<file path="src/rtl/maze_pkg.sv">
// rtl/maze_pkg.sv - shared maze constants, direction codes, FSM states and position helpers
package maze_pkg;

    localparam logic [1:0] DIR_R = 2'd0;
    localparam logic [1:0] DIR_D = 2'd1;
    localparam logic [1:0] DIR_L = 2'd2;
    localparam logic [1:0] DIR_U = 2'd3;

    localparam int MAZE_DIM = 17;
    localparam int MAZE_MAX = MAZE_DIM - 1;

    localparam int RUN_W  = 5;
    localparam int STEP_W = 9;

    typedef logic signed [5:0] pos_t;

    localparam pos_t POS_MAX = pos_t'(MAZE_MAX);

    typedef enum logic [1:0] {
        IDLE  = 2'd0,
        RUN   = 2'd1,
        FLUSH = 2'd2
    } state_t;

    function automatic pos_t pos_step(pos_t p, logic [1:0] dir, logic [1:0] inc, logic [1:0] dec);
        if (dir == inc) return p + pos_t'(1);
        if (dir == dec) return p - pos_t'(1);
        return p;
    endfunction

    function automatic logic in_bounds(pos_t p);
        return !p[5] && (p <= POS_MAX);
    endfunction

endpackage

</file>
<file path="src/rtl/maze_path_rle_if.sv">
// rtl/maze_path_rle_if.sv - step stream in, run stream out; out_steps exists only with MAZE_RLE_STEPCNT_EN
interface maze_path_rle_if;
    import maze_pkg::*;

    logic             in_valid;
    logic [1:0]       in;
    logic             out_valid;
    logic [1:0]       out_dir;
    logic [RUN_W-1:0] out_run;
    logic             out_last;
    logic             err;
`ifdef MAZE_RLE_STEPCNT_EN
    logic [STEP_W-1:0] out_steps;
`endif

    modport master (
        output in_valid, in,
`ifdef MAZE_RLE_STEPCNT_EN
        input  out_steps,
`endif
        input  out_valid, out_dir, out_run, out_last, err
    );

    modport slave (
        input  in_valid, in,
`ifdef MAZE_RLE_STEPCNT_EN
        output out_steps,
`endif
        output out_valid, out_dir, out_run, out_last, err
    );

endinterface

</file>
<file path="src/rtl/maze_pos_tracker.sv">
// rtl/maze_pos_tracker.sv - walks (row, col) along the path, latches bound violations, flags a bad endpoint
module maze_pos_tracker
    import maze_pkg::*;
(
    input  logic       clk,
    input  logic       rst_n,
    input  logic       step,
    input  logic       first,
    input  logic [1:0] dir,
    output logic       bad
);

    pos_t row_q, col_q, row_b, col_b, row_n, col_n;
    logic err_q, err_n;

    // The first step of a path starts from the origin with a clean error flag.
    always_comb begin
        row_b = first ? '0 : row_q;
        col_b = first ? '0 : col_q;
        row_n = pos_step(row_b, dir, DIR_D, DIR_U);
        col_n = pos_step(col_b, dir, DIR_R, DIR_L);
        err_n = (first ? 1'b0 : err_q) | !in_bounds(row_n) | !in_bounds(col_n);
    end

    always_ff @(posedge clk or negedge rst_n) begin
        if (!rst_n) begin
            row_q <= '0;
            col_q <= '0;
            err_q <= 1'b0;
        end else if (step) begin
            row_q <= row_n;
            col_q <= col_n;
            err_q <= err_n;
        end
    end

    assign bad = err_q | (row_q != POS_MAX) | (col_q != POS_MAX);

endmodule

</file>
<file path="src/rtl/maze_path_rle.sv">
// rtl/maze_path_rle.sv - run-length encoder for 17x17 maze paths; MAZE_RLE_STEPCNT_EN adds out_steps
module maze_path_rle
    import maze_pkg::*;
(
    input  logic            clk,
    input  logic            rst_n,
    maze_path_rle_if.slave  bus
);

    state_t           state_q, state_d;
    logic             start, emit, emit_last;
    logic [1:0]       dir_q;
    logic [RUN_W-1:0] cnt_q;
    logic             pos_bad;

    logic             ov_q, ol_q, oerr_q;
    logic [1:0]       od_q;
    logic [RUN_W-1:0] orun_q;

    always_ff @(posedge clk or negedge rst_n) begin
        if (!rst_n) state_q <= IDLE;
        else        state_q <= state_d;
    end

    // FLUSH may take the first step of the next path in the same cycle the last run is shown.
    always_comb begin
        state_d   = state_q;
        start     = 1'b0;
        emit      = 1'b0;
        emit_last = 1'b0;
        case (state_q)
            IDLE: if (bus.in_valid) begin
                start   = 1'b1;
                state_d = RUN;
            end
            RUN: if (bus.in_valid) begin
                emit = (bus.in != dir_q);
            end else begin
                emit      = 1'b1;
                emit_last = 1'b1;
                state_d   = FLUSH;
            end
            FLUSH: if (bus.in_valid) begin
                start   = 1'b1;
                state_d = RUN;
            end else begin
                state_d = IDLE;
            end
            default: state_d = IDLE;
        endcase
    end

    always_ff @(posedge clk or negedge rst_n) begin
        if (!rst_n) begin
            dir_q  <= '0;
            cnt_q  <= '0;
            ov_q   <= 1'b0;
            od_q   <= '0;
            orun_q <= '0;
            ol_q   <= 1'b0;
            oerr_q <= 1'b0;
        end else begin
            ov_q   <= emit;
            od_q   <= emit ? dir_q : '0;
            orun_q <= emit ? cnt_q : '0;
            ol_q   <= emit_last;
            oerr_q <= emit_last & pos_bad;
            if (start || (emit && !emit_last)) begin
                dir_q <= bus.in;
                cnt_q <= RUN_W'(1);
            end else if (bus.in_valid && cnt_q != '1) begin
                cnt_q <= cnt_q + RUN_W'(1);
            end
        end
    end

    assign bus.out_valid = ov_q;
    assign bus.out_dir   = od_q;
    assign bus.out_run   = orun_q;
    assign bus.out_last  = ol_q;
    assign bus.err       = oerr_q;

`ifdef MAZE_RLE_STEPCNT_EN
    logic [STEP_W-1:0] steps_q, osteps_q;

    always_ff @(posedge clk or negedge rst_n) begin
        if (!rst_n) begin
            steps_q  <= '0;
            osteps_q <= '0;
        end else begin
            osteps_q <= emit_last ? steps_q : '0;
            if (start)
                steps_q <= STEP_W'(1);
            else if (bus.in_valid && steps_q != '1)
                steps_q <= steps_q + STEP_W'(1);
        end
    end

    assign bus.out_steps = osteps_q;
`endif

    maze_pos_tracker u_pos (
        .clk   (clk),
        .rst_n (rst_n),
        .step  (bus.in_valid),
        .first (start),
        .dir   (bus.in),
        .bad   (pos_bad)
    );

endmodule

</file>
<file path="src/flat_wrapper.sv">
// flat-port wrapper written by rule: the top's interface ports become plain ports
module maze_path_rle_flat import maze_pkg::*;
  (clk, rst_n, bus_in_valid, bus_in, bus_out_valid, bus_out_dir, bus_out_run, bus_out_last, bus_err);
  maze_path_rle_if bus_i ();
  input  logic clk;
  input  logic rst_n;
  input wire logic [$bits(bus_i.in_valid)-1:0] bus_in_valid;
  input wire logic [$bits(bus_i.in)-1:0] bus_in;
  output wire logic [$bits(bus_i.out_valid)-1:0] bus_out_valid;
  output wire logic [$bits(bus_i.out_dir)-1:0] bus_out_dir;
  output wire logic [$bits(bus_i.out_run)-1:0] bus_out_run;
  output wire logic [$bits(bus_i.out_last)-1:0] bus_out_last;
  output wire logic [$bits(bus_i.err)-1:0] bus_err;
  assign bus_i.in_valid = bus_in_valid;
  assign bus_i.in = bus_in;
  assign bus_out_valid = bus_i.out_valid;
  assign bus_out_dir = bus_i.out_dir;
  assign bus_out_run = bus_i.out_run;
  assign bus_out_last = bus_i.out_last;
  assign bus_err = bus_i.err;
  maze_path_rle u_core (.clk(clk), .rst_n(rst_n), .bus(bus_i));
endmodule
</file>
<file path="config.mk">
export PLATFORM = sky130hd
export DESIGN_NAME = maze_path_rle_flat
export DESIGN_NICKNAME = d
export VERILOG_FILES = /design/src/rtl/maze_pkg.sv /design/src/rtl/maze_path_rle_if.sv /design/src/rtl/maze_pos_tracker.sv /design/src/rtl/maze_path_rle.sv /design/src/flat_wrapper.sv
export SDC_FILE = /design/constraint.sdc
export NUM_CORES = 1
export LEC_CHECK = 0
export CORE_ASPECT_RATIO = 1.2
export CORE_MARGIN = 10
export CORE_UTILIZATION = 35
export CTS_CLUSTER_DIAMETER = 50
export DETAILED_ROUTE_END_ITERATION = 8
export PLACE_DENSITY = 0.58
export SYNTH_ARGS = -nofsm -noshare
export SYNTH_HDL_FRONTEND = slang
export SYNTH_HIERARCHICAL = 1
export SYNTH_SLANG_ARGS = --single-unit
</file>
<file path="constraint.sdc">
create_clock -name clk -period 2.17 [get_ports clk]
set_input_delay 0.217 -clock clk [delete_from_list [all_inputs] [get_ports clk]]
set_output_delay 0.217 -clock clk [all_outputs]
set_load 0.02 [all_outputs]
</file>
Word-level counts from Yosys, hierarchy flattened

Index checks and enable logic that the tools add are counted.

Register bits after elaboration: 32
Bits of input ports: 5
Output and inout bits: 10
Word-level logic and storage cells: 80

Add/subtract/negate cells: 5
Magnitude comparators: 2
Eq/ne operators: 11
Mux-type cells: 31
Bitwise logic cells: 5
Reduce and logical (&&, ||, !) cells: 15

Operators by type and width:

| kind                                                                   | number |
|---|---|
| 6-bit 2-to-1 mux                                                       | 10 |
| 5-bit 2-to-1 mux                                                       | 3 |
| 1-bit 2-to-1 mux                                                       | 14 |
| 6-bit by 2-bit adder with 6-bit output (second input constant)         | 2 |
| 6-bit <= comparator (second input constant)                            | 2 |
| 6-bit != test (second input constant)                                  | 2 |
| 6-bit by 2-bit subtractor with 6-bit output (second input constant)    | 2 |
| 2-bit equality test (second input constant)                            | 3 |
| 2-bit 2-to-1 mux                                                       | 3 |
| 2-bit case mux with 3 select lines                                     | 1 |
| 5-bit by 1-bit adder with 5-bit output (second input constant)         | 1 |
| 1-bit logical NOT                                                      | 5 |
| 5-bit != test (second input constant)                                  | 1 |
| 2-bit by 1-bit equality test with 1-bit output (second input constant) | 2 |
| 1-bit logical AND                                                      | 4 |
| 2-bit logical NOT                                                      | 2 |
| 2-bit != test (second input constant)                                  | 2 |
| 1-bit OR                                                               | 4 |
| 2-bit != test                                                          | 1 |
| 2-bit AND reduction                                                    | 1 |
| 2-bit nonzero test                                                     | 1 |
| 2-bit OR reduction                                                     | 1 |
| 1-bit bitwise AND                                                      | 1 |
| 1-bit logical OR                                                       | 1 |

Longest topological paths before layout

Depth after elaboration: 14
Depth in mapped cells: 11
Gate-level depth less buffers: 11

Hierarchy

Netlist, hierarchy kept.

Modules (own cells, without submodules):

| module           | times used | cells an instance | area an instance (sq um) | sequential area each (sq um) |
|---|---|---|---|---|
| maze_pos_tracker | 1          | 153               | 1191.1                   | 325.3 |
| maze_path_rle    | 1          | 66                | 844.6                    | 475.5 |

Worst setup path before layout

OpenSTA, ideal clock, no wires.

Path type: register to register
Start point: register u_core.state_q[0]
End point: register u_core.u_pos.err_q
Library setup time: 0.129 ns
Arrival: 2.133 ns
Setup slack: -0.091 ns
Stages on the path, launching flop included: 12
Cell sequence: dfrtp_1 nor2b_1 inv_2 nand2_1 inv_1 ha_1 mux2i_1 nor2_1 xnor2_1 o311ai_0 o21a_1 a2111o_1

Cells in the longest elaborated chain, start to end: 14

RTL lines:

| what                                                            | RTL line               | text |
|---|---|---|
| start: declaration                                              | maze_path_rle.sv:10    | `state_t state_q, state_d;` |
| start signal: assignment                                        | maze_path_rle.sv:22    | `else state_q <= state_d;` |
| 2-bit equality test / 2-bit logical NOT (equally long branches) | maze_path_rle.sv:31    | `case (state_q)` |
| 2-bit OR reduction (no source line) *                           | -                      |  |
| 1-bit 2-to-1 mux *                                              | -                      |  |
| named net u_core.start                                          | maze_path_rle.sv:11    | `logic start, emit, emit_last;` |
| 6-bit 2-to-1 mux                                                | maze_pos_tracker.sv:18 | `row_b = first ? '0 : row_q;` |
| 6-bit by 2-bit adder with 6-bit output                          | maze_pkg.sv:26         | `if (dir == inc) return p + pos_t'(1);` |
| 6-bit 2-to-1 mux                                                | maze_pkg.sv:26         |  |
| 6-bit 2-to-1 mux                                                | maze_pkg.sv:27         | `if (dir == dec) return p - pos_t'(1);` |
| 6-bit 2-to-1 mux                                                | maze_pkg.sv:28         | `return p;` |
| 6-bit 2-to-1 mux                                                | maze_pkg.sv:27         |  |
| 6-bit <= comparator / 1-bit logical NOT (equally long branches) | maze_pkg.sv:32         | `return !p[5] && (p <= POS_MAX);` |
| 1-bit logical AND                                               | maze_pkg.sv:32         |  |
| 1-bit logical NOT                                               | maze_pos_tracker.sv:22 | `err_n = (first ? 1'b0 : err_q) \| !in_bounds(row_n) \| !in_bounds(col_n);` |
| 1-bit OR                                                        | maze_pos_tracker.sv:22 |  |
| 1-bit OR *                                                      | maze_pos_tracker.sv:22 |  |
| end signal: assignment                                          | maze_pos_tracker.sv:33 | `err_q <= err_n;` |
| end: declaration                                                | maze_pos_tracker.sv:14 | `logic err_q, err_n;` |

Mark *: on every way through the listed nets, which the timed path passes. The rest lies on a longest branch. The select of a mux whose other input is x is not followed.
A chain may end at the register's enable or synchronous reset.

Worst setup path after layout

Ends and elaborated chain as after synthesis.

==> out/metrics.csv <==
metric;value;unit
die_h;104;um
core-area;0.00567;mm^2
synth_seq_cells;32;
cts_buffer_depth;2;
finalSetupViolations;0;
hpwl;3570;um
layout.nets;277;
post-route-period-util;99.8;%
met1_usage;14.0;%
start_util;35.9;%
p_comb_share;33.8;%
netlist_area;0.00204;mm^2
crit_buf_inv;2;
p_leak;1.18;nW
internal_power;1.45;mW
grt_busiest_layer;met2;
via_per_inst;5.38;
synth_most_common_cell;dfrtp_1;
synthArstFlopShare;100;%
stdcell_area;0.00269;mm^2
cts_tree;done;
rows;30;
drc_errors;0;
io_buffers;14;
place_congestion;0.910;
path_max_fanout;5;
clock_sinks;32;
grt_usage;11.2;%
required;2330;ps
num_antenna_cells;0;
synth.area.top_cells;dfrtp_1 (39%), o21ai_0 (3.4%), ha_1 (3.1%);
drv_slew;0;
wire_per_inst;14.5;um
fill_cells;544;
status;completed;
yosysTopAreaCell;dfrtp_1;
ios;15;
cp_data_arrival_time;2330;ps
syn_area_per_cell;9.30;um^2
switching_power;0.689;mW
ys_top_cells_by_count;dfrtp_1 (32), nor2_1 (15), o21ai_0 (14), inv_1 (12), nand2_1 (10);
clk_pin_slew;70;ps
critPathCaptureType;flop;
antenna_found_initial;0;
ant_nets;0;
crit_chain;nor2b_4, inv_4, nand2_2, inv_2, ha_4, mux2i_1, nor2_1, xnor2_1, o311ai_1, o21a_1, a2111o_1;
grt_pass1_vias;1756;
fin_util;47.4;%
synth-edff-count;0;
finalClockSkew;4.14;ps
grt_max_degree;35;
rsz0062_at_grt;yes;
seqCellArea;801;um^2
crit_type;reg2reg;
drt-pass1-iter-count;4;
drive_gt1_share;27.2;%
maxCapViolCount;0;
die_w;89.6;um
clkLatencyLatePin;280;ps
synth_nets;229;
met2_usage;17.6;%
worst_path_max_delay_cell;dfrtp_1;
start_kind;flop;
synth_warnings;6;
yosysSeqAreaShare;39.3;%
seq_power_share;36.7;%
ctsHtreeMaxLevel;2;
worstHoldPathType;in2async;
crit_path_max_incr_delay;410;ps
grt_overflow_total;0;
synth_top_area_share;39.3;%
multi_input_area;0.00116;mm^2
syn_inst;219;
clock.fmax;462;MHz
use_met3;2.82;%
clkPwrFrac;29.5;%
p_per_area;797;mW/mm^2
cp_top_family;compound AO/OA/AOI/OAI gates;
route.vias.total;1873;
p_sw_share;32.2;%
postPlaceCellArea;0.00248;mm^2
hold_violations;0;
syn_to_final_growth;32.0;%
grt_pass1_wl;8440;um
ys_types;61;
tightest_slew;417;ps
peakVddDrop;0.404;mV
die-area;0.00928;mm^2
max_slew_margin;72.2;%
ctsRootBufferMaster;clkbuf_8;
drtIter0Drc;109;
yosys_most_used_dff;dfrtp_1;
fin_crit;2170;ps
cts_made_buffers;5;
wl;5030;um
==> per-stage QoR <==
step | setup slack, ps | TNS [ps] | hold WS [ps] | cells | total power, mW
5_1_grt | -155 | -155 | 385 | 348 | 2.28
4_1_cts | 16.5 | 0 | 351 | 347 | 2.12
2_1_floorplan | 9.85 | 0 | -78.6 | 219 | 1.20
3_3_place_gp | -352 | -510 | 515 | 337 | 1.44
3_5_place_dp | -419 | -672 | 527 | 337 | 1.45
6_report | 4.35 | 0 | 341 | 348 | 2.14
==> final cells by class <==
class / count / share of cell area, %
clock buffers: 7 / 3.58
flip-flops and latches: 32 / 29.8
multi-input cells: 158 / 43.0
inverters: 16 / 2.42
clock inverters: 1 / 1.12
well taps: 80 / 3.72
repair buffers: 54 / 16.3
==> power by group through the flow <==
| stage | Combinational, mW | Clock (mW) | Sequential [mW] |
|---|---|---|---|
| 2_1_floorplan | 0.423 | 0 | 0.772 |
| 3_3_place_gp | 0.655 | 0 | 0.790 |
| 3_5_place_dp | 0.661 | 0 | 0.790 |
| 4_1_cts | 0.688 | 0.656 | 0.781 |
| 5_1_grt | 0.803 | 0.675 | 0.800 |
| 6_report | 0.724 | 0.631 | 0.785 |
==> final timing paths <==
check	from	endpoint	slack [ps]	cells after the start
worst max register to register	u_core/state_q[0]	u_core/u_pos/err_q	4	11
max in group asynchronous	rst_n	u_core/u_pos/err_q	1520	2
worst max-delay path	u_core/state_q[0]	u_core/u_pos/err_q	4	11
worst min-delay path	rst_n	u_core/bus.out_dir[0]	340	2
min in group clk	u_core/u_pos/row_q[5]	u_core/u_pos/row_q[5]	540	2
worst min register to register	u_core/u_pos/row_q[5]	u_core/u_pos/row_q[5]	540	2
==> worst reg2reg max path, stage by stage, from the launching register on <==
cell and delay [ps]:
dfrtp_1 410, nor2b_4 190, inv_4 80, nand2_2 80, inv_2 40, ha_4 140, mux2i_1 120, nor2_1 80
xnor2_1 220, o311ai_1 140, o21a_1 210, a2111o_1 330
==> placed cells by master (no fill, tap or decap), drive strengths merged, types with 3 or more instances in the layout <==
cell / instances
o32ai: 3
nand3: 5
dfrtp: 32
a32o: 3
xnor2: 4
mux2: 3
ha: 5
nor3: 8
nand2b: 3
nand2: 11
and3: 4
mux2i: 3
nor2b: 5
a211o: 3
a31oi: 4
o21ai: 17
inv: 16
nor2: 15
buf: 40
clkdlybuf4s50: 13
clkbuf: 7
and2: 10
a21oi: 12
==> per-layer routing <==
metal | wire [um] | part of all wire, %
met4 | 75 | 1.5
met5 | 0 | 0
met3 | 297 | 5.9
met1 | 2150 | 43
met2 | 2510 | 50
==> kinds of logic after synthesis <==
kind of cell    share of synthesized area [%]
compound gates                           24.1
xor+xnor                                 3.32
fa+ha+maj                                3.07
buf+inv                                  6.58
flops                                    39.3
mux                                      3.13
simple gates                             20.5
==> sequential cells by signal (all words and copies together), names as in the netlist <==
register              cells
u_core/bus.err            1
u_core/cnt_q              5
u_core/state_q            2
u_core/bus.out_dir        2
u_core/bus.out_last       1
u_core/u_pos/row_q        6
u_core/u_pos/err_q        1
u_core/bus.out_run        5
u_core/bus.out_valid      1
u_core/dir_q              2
u_core/u_pos/col_q        6
==> what timing repair did <==
item	4_1_cts	5_1_grt
pin swaps	3	7
endpoints found under the setup margin	1	1
setup buffers	2	1
resized for setup	5	11
hold buffers	0	0
(Power assumes the default switching activity.)
